File: src/rtl/counter_pkg.sv
// rtl/counter_pkg.sv - shared state encoding and direction/mode constants for counter_ctrl
package counter_pkg;

    typedef enum logic [1:0] {
        ST_IDLE  = 2'b00,
        ST_RUN   = 2'b01,
        ST_PAUSE = 2'b10,
        ST_DONE  = 2'b11
    } state_t;

    localparam logic DIR_UP       = 1'b0;
    localparam logic DIR_DN       = 1'b1;
    localparam logic MODE_ONESHOT = 1'b0;
    localparam logic MODE_FREERUN = 1'b1;

endpackage

File: src/rtl/count_core.sv
// rtl/count_core.sv - WIDTH-bit up/down count register with clear, load, enable and reload
module count_core
    import counter_pkg::*;
#(
    parameter int WIDTH = 4
) (
    input  logic             i_clk,
    input  logic             i_rst_n,
    input  logic             i_load,
    input  logic [WIDTH-1:0] i_load_val,
    input  logic             i_en,
    input  logic             i_dir,
    input  logic             i_reload,
    output logic [WIDTH-1:0] o_count
);

    logic [WIDTH-1:0] r_count;

    // Reload restarts a free-run cycle from the far end of the direction of travel.
    always_ff @(posedge i_clk or negedge i_rst_n) begin
        if (!i_rst_n) begin
            r_count <= '0;
        end else if (i_reload) begin
            r_count <= (i_dir == DIR_DN) ? '1 : '0;
        end else if (i_load) begin
            r_count <= i_load_val;
        end else if (i_en) begin
            r_count <= (i_dir == DIR_DN) ? r_count - 1'b1 : r_count + 1'b1;
        end
    end

    assign o_count = r_count;

endmodule

File: src/rtl/counter_ctrl.sv
// rtl/counter_ctrl.sv - start/stop/pause/load counter controller FSM driving count_core
module counter_ctrl
    import counter_pkg::*;
#(
    parameter int WIDTH = 4
) (
    input  logic             clk,
    input  logic             rst_n,
    input  logic             start,
    input  logic             stop,
    input  logic             pause,
    input  logic             load,
    input  logic [WIDTH-1:0] load_val,
    input  logic [WIDTH-1:0] limit,
    input  logic             dir,
    input  logic             mode,
    output logic [WIDTH-1:0] count,
    output logic             busy,
    output logic             done,
    output logic             wrap
);

    state_t           r_state;
    state_t           w_state_next;
    logic             r_wrap;
    logic             w_load;
    logic             w_en;
    logic             w_reload;
    logic [WIDTH-1:0] w_count;
    logic             w_at_limit;

    assign w_at_limit = (w_count == limit);

    always_ff @(posedge clk or negedge rst_n) begin
        if (!rst_n) begin
            r_state <= ST_IDLE;
            r_wrap  <= 1'b0;
        end else begin
            r_state <= w_state_next;
            r_wrap  <= w_reload;
        end
    end

    // Priority stop > pause > start > load > step is expressed by the if-chain order.
    always_comb begin
        w_state_next = r_state;
        w_load       = 1'b0;
        w_en         = 1'b0;
        w_reload     = 1'b0;
        case (r_state)
            ST_IDLE: begin
                if (!stop) begin
                    if (start) begin
                        w_state_next = ST_RUN;
                    end
                    w_load = load;
                end
            end
            ST_RUN: begin
                if (stop) begin
                    w_state_next = ST_IDLE;
                end else if (pause) begin
                    w_state_next = ST_PAUSE;
                end else if (w_at_limit) begin
                    if (mode == MODE_FREERUN) begin
                        w_reload = 1'b1;
                    end else begin
                        w_state_next = ST_DONE;
                    end
                end else begin
                    w_en = 1'b1;
                end
            end
            ST_PAUSE: begin
                if (stop) begin
                    w_state_next = ST_IDLE;
                end else if (!pause && start) begin
                    w_state_next = ST_RUN;
                end
            end
            ST_DONE: begin
                w_state_next = ST_IDLE;
            end
            default: begin
                w_state_next = ST_IDLE;
            end
        endcase
    end

    count_core #(
        .WIDTH(WIDTH)
    ) u_count_core (
        .i_clk      (clk),
        .i_rst_n    (rst_n),
        .i_load     (w_load),
        .i_load_val (load_val),
        .i_en       (w_en),
        .i_dir      (dir),
        .i_reload   (w_reload),
        .o_count    (w_count)
    );

    assign count = w_count;
    assign busy  = (r_state == ST_RUN) || (r_state == ST_PAUSE);
    assign done  = (r_state == ST_DONE);
    assign wrap  = r_wrap;

endmodule
File: config.mk
export PLATFORM = sky130hd
export DESIGN_NAME = counter_ctrl
export DESIGN_NICKNAME = d
export VERILOG_FILES = /design/src/rtl/counter_pkg.sv /design/src/rtl/count_core.sv /design/src/rtl/counter_ctrl.sv
export SDC_FILE = /design/constraint.sdc
export NUM_CORES = 1
export LEC_CHECK = 0
export CAP_MARGIN = 20
export CELL_PAD_IN_SITES_DETAIL_PLACEMENT = 1
export CELL_PAD_IN_SITES_GLOBAL_PLACEMENT = 2
export CORE_UTILIZATION = 22
export CTS_CLUSTER_DIAMETER = 50
export DETAILED_ROUTE_END_ITERATION = 6
export GPL_TIMING_DRIVEN = 0
export PLACE_DENSITY_LB_ADDON = 0.1
export SLEW_MARGIN = 15
export SYNTH_ARGS = -nofsm -noshare
export SYNTH_HDL_FRONTEND = slang
export SYNTH_SLANG_ARGS = --single-unit
File: constraint.sdc
create_clock -name clk -period 1.5 [get_ports clk]
set_input_delay 0.225 -clock clk [delete_from_list [all_inputs] [get_ports clk]]
set_output_delay 0.225 -clock clk [all_outputs]
set_load 0.1 [all_outputs]
=== Word level (Yosys, flattened, before mapping) ===
Cells that the tools add are included.

* Reductions and logical operators: 6
* Add/sub/neg operators: 2
* Mux-type cells: 25
* Eq/ne operators: 9

{| class="wikitable"
|+ Operator list
! cell !! number
|-
| $mux 4 || 5
|-
| $mux 2 || 8
|-
| $mux 1 || 11
|-
| $ne 4x4->1 const B || 2
|-
| $pmux 2 s4 || 1
|-
| $reduce_and 5->1 || 1
|-
| $add 4x1->4 const B || 1
|-
| $eq 2x2->1 const B || 2
|-
| $eq 4x4->1 || 1
|-
| $ne 2x2->1 const B || 2
|-
| $sub 4x1->4 const B || 1
|-
| $ne 3x3->1 const B || 1
|-
| $reduce_bool 3->1 || 1
|-
| $eq 2x1->1 const B || 1
|-
| $logic_not 2->1 || 1
|-
| $logic_and 1x1->1 || 1
|-
| $logic_not 1->1 || 1
|-
| $logic_or 1x1->1 || 1
|}

* Register bits after elaboration: 7
* Output and inout bits: 7
* Input port bits: 16
* Logic and storage cells: 45

=== Longest topological paths before layout ===
Gate-level depths: netlist of the first run.

* Depth after elaboration: 8
* Depth in mapped cells: 7
* Gate-level depth less buffers: 7

=== Modules after synthesis ===
Synthesis of the first run repeated with hierarchy kept, for this count alone.

* Cell total of the unflattened synthesis: 74
* Area, all modules: 713.2 sq um

{| class="wikitable"
|+ By module, submodules not included
! module !! sequential area each (sq um) !! area an instance (sq um) !! cells an instance !! times used
|-
| count_core || 100.1 || 374.1 || 39 || 1
|-
| counter_ctrl || 75.1 || 339.1 || 35 || 1
|}

=== Least setup slack after synthesis of the first run ===
OpenSTA, ideal clock, no wires.

* Path type: flip-flop to flip-flop
* Start: register u_count_core.r_count[0], in the netlist u_count_core.o_count[0]
* End: register u_count_core.r_count[2], in the netlist u_count_core.o_count[2]
* Setup time: 0.121 ns
* Path slack: -0.677 ns
* Cell stages (with the launch flop): 8
* Period minus slack after synthesis: 2.177 ns
* Required time: 1.379 ns
* Path buffers: 0
* Data arrival time: 2.056 ns
* Cells stage by stage: dfrtp_1 > inv_1 > fa_1 > xor2_1 > nor2_1 > a21oi_1 > nor2_1 > o22a_1

* Cells in the longest elaborated chain, start to end: 6
* Elaborated cells between the ends (all ways): 16
* Those cells by class: add/sub: 2; eq/ne: 1; mux: 12; reduce/logical: 1

{| class="wikitable"
|+ RTL lines
! item !! RTL line !! source
|-
| start, declared || count_core.sv:17 || <nowiki>logic [WIDTH-1:0] r_count;</nowiki>
|-
| start signal, assigned || count_core.sv:24 || <nowiki>r_count <= (i_dir == DIR_DN) ? '1 : '0;</nowiki>
|-
| start signal, assigned || count_core.sv:26 || <nowiki>r_count <= i_load_val;</nowiki>
|-
| start signal, assigned || count_core.sv:28 || <nowiki>r_count <= (i_dir == DIR_DN) ? r_count - 1'b1 : r_count + 1'b1;</nowiki>
|-
| parallel branches: the longest is 6 deep, another holds $add 4x1->4 || - ||
|}

Parallel ways; which one is timed is not known. The select of a mux whose other input is x is not followed.
A chain may end at the register's enable or synchronous reset.

=== Worst setup path after layout of the first run ===
* Start: register r_state[1]
* End: register u_count_core.r_count[3], in the netlist u_count_core.o_count[3]

* Cells in the longest elaborated chain, start to end: 4
* Elaborated cells between the ends (all ways): 8
* Those cells by class: eq/ne: 1; mux: 5; reduce/logical: 2

{| class="wikitable"
|+ RTL lines
! item !! RTL line !! source
|-
| start, declared || counter_ctrl.sv:23 || <nowiki>state_t r_state;</nowiki>
|-
| start signal, assigned || counter_ctrl.sv:39 || <nowiki>r_state <= w_state_next;</nowiki>
|-
| $logic_not 2->1 || counter_ctrl.sv:50 || <nowiki>case (r_state)</nowiki>
|-
| $mux 1 || counter_ctrl.sv:50 ||
|-
| $mux 4 || count_core.sv:25 || <nowiki>end else if (i_load) begin</nowiki>
|-
| $mux 4 || count_core.sv:23 || <nowiki>end else if (i_reload) begin</nowiki>
|}

Several ways; a longest one is shown, not always the timed one.

==> summary.txt, run 1 <==
GRT
  – GR Overflow Total: 0
  – First-pass GRT wire length: 2870 um
  – Pin count of the biggest net entering global routing: 8
  – Initial antenna violation count: 0
  – Number of global-route vias before repair: 610
  – Total global-route track usage: 14.0%

CTS
  – CTS sink cnt: 7
  – Total CTS buffers: 3
  – CTS tree: built
  – # hold bufs at CTS: 0
  – Clk slew on worst S/H paths: 0.05 ns
  – Clk buf depth: 2
  – CTS root buf: clkbuf_4
  – Worst-Skew Late Latency: 0.25 ns
  – CTS H-Tree Depth: 1

Floorplanning
  – Die area: 3010 um^2
  – # rows: 18
  – Core Footprint: 2570 um^2
  – I/O Pins: 23
  – Initial core utilization: 24.0%
  – Die height: 54.9 um
  – Chip width: 54.9 um

Synth
  – Yosys top cell area share: 28.5%
  – Mapped Nets: 87
  – Unique cell type count in the Yosys netlist: 25
  – Ranking of synthesized cells by area: dfrtp_1, ha_1, xnor2_1
  – Seq cells post-synth: 7
  – Syn_area_per_cell: 9.77 um^2
  – Leading area contributor after synthesis: dfrtp_1
  – Ys async rst share: 100%
  – Synth warn: 0
  – Post-synthesis sequential area ratio: 28.5%
  – Top cells by count, synth: dfrtp_1, ha_1, nor2_1, xnor2_1
  – Post-synth EDFFs: 0
  – Post-synthesis instance total: 63
  – Synth Cell Area: 616 um^2
  – Synth Flop Type: dfrtp_1

Layout
  – Fill count: 292
  – Final Core Density: 44.8%
  – N_diodes: 0
  – Nets: 127
  – Area Growth Syn to Fin: 86.8%
  – Area of the multi-input gates: 562 um^2
  – Storage cell area: 191 um^2
  – Finished Layout Cells: 132
  – Layout cells sized above 1: 51.0%

Critical path
  – Setup CP Type: register to register
  – CP max-delay cell: dfrtp_1
  – R2R Setup Slk: -0.18 ns
  – Worst path most repeated cell: o22a_1
  – Critical Path RT: 1.69 ns
  – Worst Setup End Kind: register
  – WP buf/inv: 2
  – Worst path max stage delay: 0.39 ns
  – Top delay family on crit path: compound AO/OA/AOI/OAI gates
  – WP data arrival: 1.87 ns
  – CP Max Fanout: 4
  – Crit-path cells: inv_2 > ha_4 > nor3b_4 > buf_6 > nand2_4 > o22a_1 > o22ai_4 > o22a_1
  – Startpoint types: register

Min path
  – Min-delay worst type: primary input to async pin

STA
  – Final Slew Violations: 0
  – Final Hold Viols: 0
  – Fin crit share: 112%
  – Slew HR: 64.0%
  – Fin crit period: 1.68 ns
  – Setup violators final: 4
  – Fmax: 0.594 GHz
  – RSZ-0062 raised after global routing: true
  – Setup ws final: -0.182 ns
  – Worst Tran Pin Value: 0.543 ns
  – Layout Skew: 0.000582 ns

Detailed routing
  – Initial DRC Count: 2
  – Vias per cell: 4.70
  – Drt wl/cell: 13.7 um
  – DRC Markers: 0
  – Via count: 621
  – Antenna Nets Post-Route: 0
  – Post-Route WL: 1810 um
  – TritonRoute pass-1 iters: 4

Pwr
  – Clock network power share: 6.7%
  – Cell Pwr Density: 2290 nW/um^2
  – Leakage: 0.485 nW
  – Switching share of power: 52.9%
  – Max rail drop VDD: 1760 uV
  – Sw power: 0.00139 W
  – Combinational share of power: 76.2%
  – Overall power: 0.00264 W
  – Sequential share of power: 17.1%
  – Internal: 0.00124 W

Place
  – Routability Congestion: 0.665
  – Placed Cells incl. Taps: 115
  – # port buffers: 22
  – Post-DP HPWL: 1310 um

Outcome
  – Status: complete, but fails checks
  – Failing checks: setup timing

Run
  – Number of max-cap violations: 0
-- metrics by stage --
step / TNS (ns) / hold slack (ns) / setup WS, ns / instance area (um^2)
global placement: -4.39 / 0.514 / -0.655 / 906
global route: -1.09 / 0.243 / -0.247 / 1150
detailed placement: -4.52 / 0.520 / -0.646 / 906
floorplan: -0.554 / -0.0706 / -0.178 / 648
finish: -0.693 / 0.234 / -0.182 / 1150
CTS: -0.560 / 0.244 / -0.137 / 1050
-- timing repair --
item                       in CTS  in global routing
pin swaps                       6                  6
setup buffers                  10                  4
setup endpoints to repair      12                 10
resized for setup              44                 21
cloned                          0                  0
-- worst register-to-register path, cell delays in order (launching register included) --
cell     delay (ns)
dfrtp_1        0.39
inv_2          0.11
ha_4           0.14
nor3b_4        0.20
buf_6          0.13
nand2_4        0.05
o22a_1         0.25
o22ai_4        0.19
o22a_1         0.16
-- kinds of logic (layout without fill, tap and decap cells) --
| family | after synthesis | after routing | synth area share (%) |
|---|---|---|---|
| adders and majority gates | 8 | 8 | 17.5 |
| xor gates and xnor gates | 7 | 7 | 9.96 |
| DFF | 7 | 7 | 28.5 |
| buffers and inverters | 5 | 44 | 3.05 |
| and+or+nand+nor | 17 | 17 | 17.7 |
| AOI/OAI and AO/OA | 19 | 19 | 23.4 |
-- flip-flops by register name, summed over array words and instances (netlist names) --
name / cells
wrap: 1
u_count_core.o_count: 4
r_state: 2
-- final cells by class --
type / count / share of cell area, %
multi-input cells: 51 / 48.9
repair buffers: 35 / 27.3
flip-flops and latches: 7 / 16.6
well taps: 30 / 3.26
clock buffers: 4 / 2.29
inverters: 5 / 1.63
-- final timing paths --
| path | startpoint | end | cells past startpoint |
|---|---|---|---|
| max | r_state[1]$_DFFE_PN0P_ | u_count_core.o_count[3]$_DFFE_PN0P_ | 8 |
| min | rst_n | u_count_core.o_count[1]$_DFFE_PN0P_ | 1 |
| max reg2reg | r_state[1]$_DFFE_PN0P_ | u_count_core.o_count[3]$_DFFE_PN0P_ | 8 |
| min reg2reg | u_count_core.o_count[3]$_DFFE_PN0P_ | u_count_core.o_count[3]$_DFFE_PN0P_ | 1 |
| max in group asynchronous | rst_n | u_count_core.o_count[0]$_DFFE_PN0P_ | 1 |
| min in group clk | stop | r_state[1]$_DFFE_PN0P_ | 3 |
-- metal layers --
metal  part of all wire, %  vias up  wire, um  track usage, %
met1                    40      295       721            15.3
met3                   5.7        2       104            4.37
met5                     0        -         0               0
met2                    54       20       974            25.3
li1                      -      304         -               -
met4                  0.66        0        12            5.00
-- cells in the final DEF (no fill, tap or decap), types with 2 or more instances in the layout --
master and instances:
a211oi_1 3, a21o_1 2, a21oi_2 3, buf_2 3, buf_4 13, clkbuf_4 4
clkdlybuf4s50_1 13, dfrtp_1 2, dfrtp_4 4, ha_1 3, ha_4 4, inv_2 4
nand2b_1 2, nor2_1 7, o21ai_1 2, o22a_1 5, xnor2_1 3, xnor2_2 3
-- power by group through the flow --
| stage | Combinational, W | Clock, W | Sequential [W] |
|---|---|---|---|
| 2_1_floorplan | 0.000867 | 0 | 0.000795 |
| 3_3_place_gp | 0.00156 | 0 | 0.000447 |
| 3_5_place_dp | 0.00157 | 0 | 0.000446 |
| 4_1_cts | 0.00176 | 0.000183 | 0.000449 |
| 5_1_grt | 0.00216 | 0.000198 | 0.000469 |
| 6_report | 0.00201 | 0.000176 | 0.000452 |
No activity file was read; power rests on OpenSTA's default activity.
==> run 2: changes to the inputs <==
ABC_AREA = 1   (was not set)
SLEW_MARGIN = 20   (was 15)
==> run 2 against run 1 <==
  * The run still ends with setup timing left
  * Flip-flop and latch count is the same
  * Sequential share of layout area decreased by 0.78 points
  * Non-clock buffer count down 8
  * Clock power shrank 3%
==> summary.txt, run 2 <==
Detailed routing
  – Vias per cell: 4.18 (-11%)
  – DRC Markers: 0 (unchanged)
  – Drt wl/cell: 11.0 um (-20%)
  – Via count: 732 (+18%)
  – Antenna Nets Post-Route: 0 (unchanged)
  – TritonRoute pass-1 iters: 2 (-2)
  – Initial DRC Count: 8 (+6)
  – Post-Route WL: 1920 um (+5.8%)

Synth
  – Multiplexer area fraction after synthesis: 0% (unchanged)
  – Post-synthesis instance total: 100 (+59%)
  – Ranking of synthesized cells by area: dfrtp_1, nand2_1, ha_1
  – Largest family of logic cells by synthesized area: simple AND/OR/NAND/NOR gates
  – Synth Area in Compound Gates: 8.31% (-15 points)
  – Post-Synth Adder-Cell Area: 14.6% (-2.9 points)
  – Ys async rst share: 100% (unchanged)
  – Synth Cell Area: 738 um^2 (+20%)
  – Unique cell type count in the Yosys netlist: 25 (unchanged)
  – Synth Flop Type: dfrtp_1
  – Synth Area in XOR/XNOR: 1.19% (-8.8 points)
  – Synth warn: 0 (unchanged)
  – Mapped Nets: 124 (+43%)
  – Post-synth EDFFs: 0 (unchanged)
  – Seq cells post-synth: 7 (unchanged)
  – Yosys top cell area share: 23.7% (-4.7 points)
  – Simple-gate share of the synthesized area: 44.1% (+26 points)
  – Syn_area_per_cell: 7.38 um^2 (-24%)
  – Top cells by count, synth: nand2_1, inv_1, dfrtp_1, ha_1, inv_2
  – Leading area contributor after synthesis: dfrtp_1
  – Count leader, synth: nand2_1
  – Post-synthesis sequential area ratio: 23.7% (-4.7 points)

Pwr
  – Sequential share of power: 16.8% (-0.3 points)
  – Clock network power share: 6.9% (+0.2 points)
  – Combinational share of power: 76.3% (about the same)
  – Leakage: 0.576 nW (+19%)
  – Max rail drop VDD: 968 uV (-45%)
  – Sw power: 0.00143 W (+2.5%)
  – Internal: 0.00104 W (-17%)
  – Switching share of power: 57.9% (+5.1 points)
  – Cell Pwr Density: 2090 nW/um^2 (-9.1%)

Min path
  – Min-delay worst type: primary input to async pin

Layout
  – Most common library cell in the layout ignoring fill and taps: nand2_1
  – Area Growth Syn to Fin: 60.2%
  – N_diodes: 0 (unchanged)
  – Largest register FFs: 4 (unchanged)
  – Post-layout instance area: 1180 um^2 (+2.8%)
  – Commonest cells after routing, fill and taps aside: nand2_1, clkdlybuf4s50_1, inv_1, inv_2, nand2_2
  – Nets: 156 (+23%)
  – Final Core Density: 37.8% (-7.0 points)
  – Layout cells sized above 1: 42.0% (-9.0 points)

CTS
  – CTS root buf: clkbuf_4
  – Clk slew on worst S/H paths: 0.05 ns (about the same)
  – Worst-Skew Late Latency: 0.25 ns (about the same)
  – CTS tree: built
  – Total CTS buffers: 3 (unchanged)
  – # hold bufs at CTS: 0 (unchanged)
  – CTS sink cnt: 7 (unchanged)
  – CTS H-Tree Depth: 1 (unchanged)
  – Clk buf depth: 2 (unchanged)

GRT
  – First-pass GRT wire length: 3260 um (+13%)
  – GR Overflow Total: 0 (unchanged)
  – Total global-route track usage: 12.4% (-1.6 points)
  – Pin count of the biggest net entering global routing: 8 (unchanged)
  – Initial antenna violation count: 0 (unchanged)
  – Number of global-route vias before repair: 739 (+21%)

STA
  – Slew HR: 63.8% (-0.21 points)
  – Layout Skew: 0.00213 ns (+0.00155 ns)
  – RSZ-0062 raised after global routing: true
  – Worst Tran Pin Value: 0.546 ns (+0.00320 ns)
  – Setup violators final: 4 (unchanged)
  – Fmax: 0.658 GHz (+11%)
  – Final Hold Viols: 0 (unchanged)
  – Final Slew Violations: 0 (unchanged)
  – Fin crit period: 1.52 ns (-0.162 ns)
  – Fin crit share: 101% (-11 points)
  – Setup ws final: -0.0204 ns (+0.162 ns)

Critical path
  – Setup CP Type: register to register
  – Critical Path RT: 1.69 ns (about the same)
  – Worst Setup End Kind: register
  – CP Max Fanout: 4 (unchanged)
  – Startpoint types: register
  – WP data arrival: 1.71 ns (-0.16 ns)

Place
  – Routability Congestion: 0.702 (+5.6%)
  – DP Area: 1050 um^2 (+16%)
  – Post-DP HPWL: 1570 um (+19%)
  – # port buffers: 22 (unchanged)

Floorplanning
  – Die height: 59.9 um (+9.2%)
  – Die area: 3590 um^2 (+19%)
  – Core Footprint: 3130 um^2 (+22%)
  – I/O Pins: 23 (unchanged)
  – # rows: 20 (+2)
  – Initial core utilization: 23.6% (-0.38 points)
  – Chip width: 59.9 um (+9.2%)

Outcome
  – Failing checks: setup timing
  – Status: complete, but fails checks

Run
  – Number of max-cap violations: 0 (unchanged)
==> run 2: cell types whose count changed after synthesis, sizes merged, moves of 3 or more <==
cell and change:
o22a -5, xnor2 -6, nor2 -4, nand3 +7
nand2 +39, a211oi -3, o21ai +5, inv +11
==> run 2: cell families (layout without fill, tap and decap cells) <==
logic type	Yosys count	in the layout
AOI/OAI and AO/OA	11	11
xor gates and xnor gates	1	1
adders and majority gates	8	8
buffers and inverters	16	47
DFF	7	7
and+or+nand+nor	57	57
==> run 2: cell type report <==
cell class / count / area, um^2
fill: 388 / 1950
multi-input combinational: 77 / 586
timing repair buffer: 27 / 263
sequential: 7 / 188
inverter: 16 / 65.1
tap: 44 / 55.1
clock buffer: 4 / 26.3
==> run 2: final timing paths <==
path                                                           from  cells past startpoint  slack, ns                             endpoint
max in group asynchronous                                     rst_n                      1       0.98  u_count_core.o_count[2]$_DFFE_PN0P_
min in group clk                u_count_core.o_count[3]$_DFFE_PN0P_                      2       0.60  u_count_core.o_count[3]$_DFFE_PN0P_
worst min-delay path                                          rst_n                      1       0.24  u_count_core.o_count[1]$_DFFE_PN0P_
worst max-delay path                         r_state[0]$_DFFE_PN0P_                     10      -0.02  u_count_core.o_count[3]$_DFFE_PN0P_
worst max register to register               r_state[0]$_DFFE_PN0P_                     10      -0.02  u_count_core.o_count[3]$_DFFE_PN0P_
worst min register to register  u_count_core.o_count[3]$_DFFE_PN0P_                      2       0.60  u_count_core.o_count[3]$_DFFE_PN0P_
==> run 2: timing repair <==
item | CTS | global route
pin swaps | 1 | 6
setup buffers | 2 | 3
setup endpoints to repair | 11 | 11
resized for setup | 38 | 19
==> run 2: power groups by stage <==
stage	Combinational (W)	Sequential (W)	Clock (W)
after global routing	0.00203	0.000426	0.000194
after floorplan	0.000964	0.000776	0
final	0.00188	0.000414	0.000171
after global placement	0.00166	0.000428	0
after CTS	0.00174	0.000412	0.000180
after detailed placement	0.00168	0.000424	0
==> run 2: critical path: stages (launching register included) <==
cell and delay [ns]:
dfrtp_1 0.39, buf_6 0.12, ha_4 0.14, nand2_4 0.05, nor3_4 0.23, inv_2 0.12
nor2_8 0.14, nand2_4 0.07, nand2_1 0.08, nand2_1 0.05, nand2_1 0.05
==> run 2: per-stage QoR <==
step                setup slack (ns)  hold WS, ns  power (W)  std cells  TNS (ns)
floorplan                    -0.0628      -0.0706    0.00174        100    -0.125
global placement              -0.637        0.518    0.00209        166     -3.92
detailed placement            -0.642        0.518    0.00210        166     -3.97
CTS                          0.00310        0.242    0.00233        172         0
global route                  -0.128        0.260    0.00265        175    -0.487
finish                       -0.0204        0.242    0.00247        175   -0.0506
==> run 2: per-layer routing <==
metal  up-vias  GRT usage (%)  part of all wire (%)  routed length (um)
li1        376              -                     -                   -
met1       342           16.2                    47                 909
met2        14           20.0                    47                 909
met3         0           4.33                   5.2                 100
met4         0           1.99                     0                   0
met5         -              0                     0                   0
==> run 3: changes to the inputs <==
CORE_UTILIZATION = 20   (was 22)
SYNTH_HIERARCHICAL = 1   (was not set)
==> run 3 against run 2 <==
  * The flow still finishes with violations (setup timing)
  * Non-clock buffer count rose by 10
  * Clock skew up 0.0098 ns
  * Clock power about the same
  * Utilization is 1.1 points higher
  * Cell area is 4.6% higher
  * Die area grew 3.0%
  * Critical endpoint is now u_count_core/o_count[1]$_DFFE_PN0P_
  * Largest cell class unchanged
==> summary.txt, run 3 <==
Layout
  – Commonest cells after routing, fill and taps aside: nand2_1, inv_1, buf_4, nor2_1, clkdlybuf4s50_1
  – Post-layout instance area: 1240 um^2 (+4.6%)
  – Final Core Density: 38.9% (+1.1 points)
  – Finished Layout Cells: 195 (+11%)
  – Area Growth Syn to Fin: 78.7%
  – Largest register FFs: 4 (unchanged)
  – Layout cells sized above 1: 44.4% (+2.4 points)
  – Nets: 176 (+13%)
  – N_diodes: 0 (unchanged)
  – Most common library cell in the layout ignoring fill and taps: nand2_1

Floorplanning
  – Core Footprint: 3180 um^2 (+1.6%)
  – Initial core utilization: 21.8% (-1.8 points)
  – Die area: 3700 um^2 (+3.0%)
  – Chip width: 60.8 um (+1.5%)
  – # rows: 20 (unchanged)
  – I/O Pins: 23 (unchanged)
  – Die height: 60.8 um (+1.5%)

CTS
  – Clk buf depth: 2 (unchanged)
  – CTS tree: built
  – CTS H-Tree Depth: 1 (unchanged)
  – Clk slew on worst S/H paths: 0.06 ns (about the same)
  – CTS root buf: clkbuf_4
  – CTS sink cnt: 7 (unchanged)
  – # hold bufs at CTS: 0 (unchanged)
  – Total CTS buffers: 3 (unchanged)
  – Worst-Skew Late Latency: 0.26 ns (about the same)

STA
  – Final Slew Violations: 0 (unchanged)
  – Setup violators final: 4 (unchanged)
  – Fmax: 0.637 GHz (-3.2%)
  – Setup ws final: -0.0704 ns (-0.0500 ns)
  – Fin crit period: 1.57 ns (+0.0500 ns)
  – Layout Skew: 0.0119 ns (+0.00981 ns)
  – Final Hold Viols: 0 (unchanged)
  – Worst Tran Pin Value: 0.547 ns (+0.00114 ns)
  – RSZ-0062 raised after global routing: true
  – Fin crit share: 105% (+3.3 points)
  – Slew HR: 63.7% (-0.075 points)

Synth
  – Unique cell type count in the Yosys netlist: 18 (-28%)
  – Mapped Nets: 134 (+8.1%)
  – Synth warn: 6 (+6)
  – Seq cells post-synth: 7 (unchanged)
  – Syn_area_per_cell: 6.29 um^2 (-15%)
  – Synth Cell Area: 692 um^2 (-6.3%)
  – Leading area contributor after synthesis: dfrtp_1
  – Ys async rst share: 100% (unchanged)
  – Post-synth EDFFs: 0 (unchanged)
  – Post-synthesis instance total: 110 (+10%)
  – Yosys top cell area share: 25.3% (+1.6 points)
  – Post-synthesis sequential area ratio: 25.3% (+1.6 points)
  – Count leader, synth: nand2_1
  – Ranking of synthesized cells by area: dfrtp_1, nand2_1, ha_1
  – Top cells by count, synth: nand2_1, inv_1, nor2_1, dfrtp_1, ha_1
  – Synth Flop Type: dfrtp_1

Critical path
  – Critical Path RT: 1.64 ns (-0.05 ns)
  – Startpoint types: register
  – Worst path max stage delay: 0.50 ns (+0.11 ns)
  – Worst path most repeated cell: nand2_2
  – R2R Setup Slk: -0.07 ns (-0.05 ns)
  – Crit-path cells: nand2_2 > nand2_2 > nor2_2 > nand2_2 > nand2_2 > inv_2 > nor3_4 > buf_4 > a22oi_2
  – WP data arrival: 1.71 ns (about the same)
  – CP Max Fanout: 4 (unchanged)
  – Reg2reg path depth: 9 (-1)
  – FF-to-FF Start: u_count_core/o_count[0]$_DFFE_PN0P_
  – Top delay family on crit path: simple AND/OR/NAND/NOR gates
  – Worst Setup End Kind: register
  – Setup CP Type: register to register
  – CP max-delay cell: dfrtp_4
  – WP buf/inv: 2 (unchanged)
  – Reg-to-reg critical path endpoint: u_count_core/o_count[1]$_DFFE_PN0P_

Detailed routing
  – Initial DRC Count: 8 (unchanged)
  – Via count: 808 (+10%)
  – Post-Route WL: 2010 um (+5.0%)
  – Antenna Nets Post-Route: 0 (unchanged)
  – Vias per cell: 4.14 (-0.94%)
  – TritonRoute pass-1 iters: 4 (+2)
  – DRC Markers: 0 (unchanged)
  – Drt wl/cell: 10.3 um (-5.8%)

Place
  – DP Area: 998 um^2 (-5.1%)
  – Post-DP HPWL: 1530 um (-2.4%)
  – # port buffers: 22 (unchanged)
  – Placed Cells incl. Taps: 176 (+6.0%)
  – Routability Congestion: 0.739 (+5.3%)
  – Post-place setup slack: -0.661 ns (-0.0189 ns)

Pwr
  – Max rail drop VDD: 1300 uV (+34%)
  – Leakage: 0.655 nW (+14%)
  – Cell Pwr Density: 2010 nW/um^2 (-3.7%)

Outcome
  – Failing checks: setup timing
  – Status: complete, but fails checks

GRT
  – GR Overflow Total: 0 (unchanged)
  – First-pass GRT wire length: 3230 um (-0.83%)
  – Pin count of the biggest net entering global routing: 8 (unchanged)
  – Total global-route track usage: 12.2% (-0.25 points)
  – Number of global-route vias before repair: 803 (+8.7%)
  – Initial antenna violation count: 0 (unchanged)

Min path
  – Min-delay worst type: primary input to async pin

Run
  – Number of max-cap violations: 0 (unchanged)
==> run 3: cells by family after synthesis <==
family	synth area share (%)
AO/OA/AOI/OAI	9.04
adder cells (fa/ha/maj)	15.6
buffers and inverters	12.5
flip-flops	25.3
AND/OR/NAND/NOR	37.6
==> run 3: what timing repair did <==
action,CTS,global route
resized for setup,47,24
endpoints found under the setup margin,11,9
pin swaps,12,5
buffers inserted,11,4
==> run 3: per-layer routing <==
metal,GRT usage [%],routed length (um),vias up
li1,-,-,413
met1,12.9,829,372
met2,23.1,1040,19
met3,1.49,106,4
met4,6.82,38,0
met5,0,0,-
==> run 3: worst max-delay path by stage <==
stage                                              from                             endpoint  cells past startpoint
finish              u_count_core/o_count[0]$_DFFE_PN0P_  u_count_core/o_count[1]$_DFFE_PN0P_                      9
global route        u_count_core/o_count[1]$_DFFE_PN0P_  u_count_core/o_count[3]$_DFFE_PN0P_                      9
CTS                 u_count_core/o_count[3]$_DFFE_PN0P_  u_count_core/o_count[0]$_DFFE_PN0P_                      9
detailed placement               r_state[1]$_DFFE_PN0P_                                 busy                      3
global placement                 r_state[1]$_DFFE_PN0P_                                 busy                      3
floorplan           u_count_core/o_count[2]$_DFFE_PN0P_  u_count_core/o_count[0]$_DFFE_PN0P_                      9
==> run 3: layout make-up <==
class	instances	area, um^2
fillers	411	1940
inverters	23	88.8
clock buffers	3	22.5
multi-input cells	80	532
clock inverters	1	5.00
repair buffers	37	342
flip-flops and latches	7	191
well taps	44	55.1
==> run 3: worst reg2reg max path, cell delays in order (launching register included) <==
cell	delay, ns
dfrtp_4	0.50
nand2_2	0.07
nand2_2	0.05
nor2_2	0.11
nand2_2	0.09
nand2_2	0.09
inv_2	0.05
nor3_4	0.27
buf_4	0.17
a22oi_2	0.06
==> run 3: through the flow <==
step                      power [W]  hold WS (ns)  setup TNS [ns]
after floorplan             0.00158       -0.0706          -0.492
after global placement      0.00189         0.511           -3.89
after detailed placement    0.00192         0.516           -3.99
after CTS                   0.00229         0.243          -0.395
after global routing        0.00268         0.238          -0.815
final                       0.00248         0.234          -0.230
==> run 3: power by group <==
part | internal (W) | switching, W | total [W]
combinational | 0.000707 | 0.00120 | 0.00190
sequential | 0.000301 | 0.000104 | 0.000406
clock | 0.0000977 | 0.0000746 | 0.000172
total | 0.00111 | 0.00138 | 0.00248
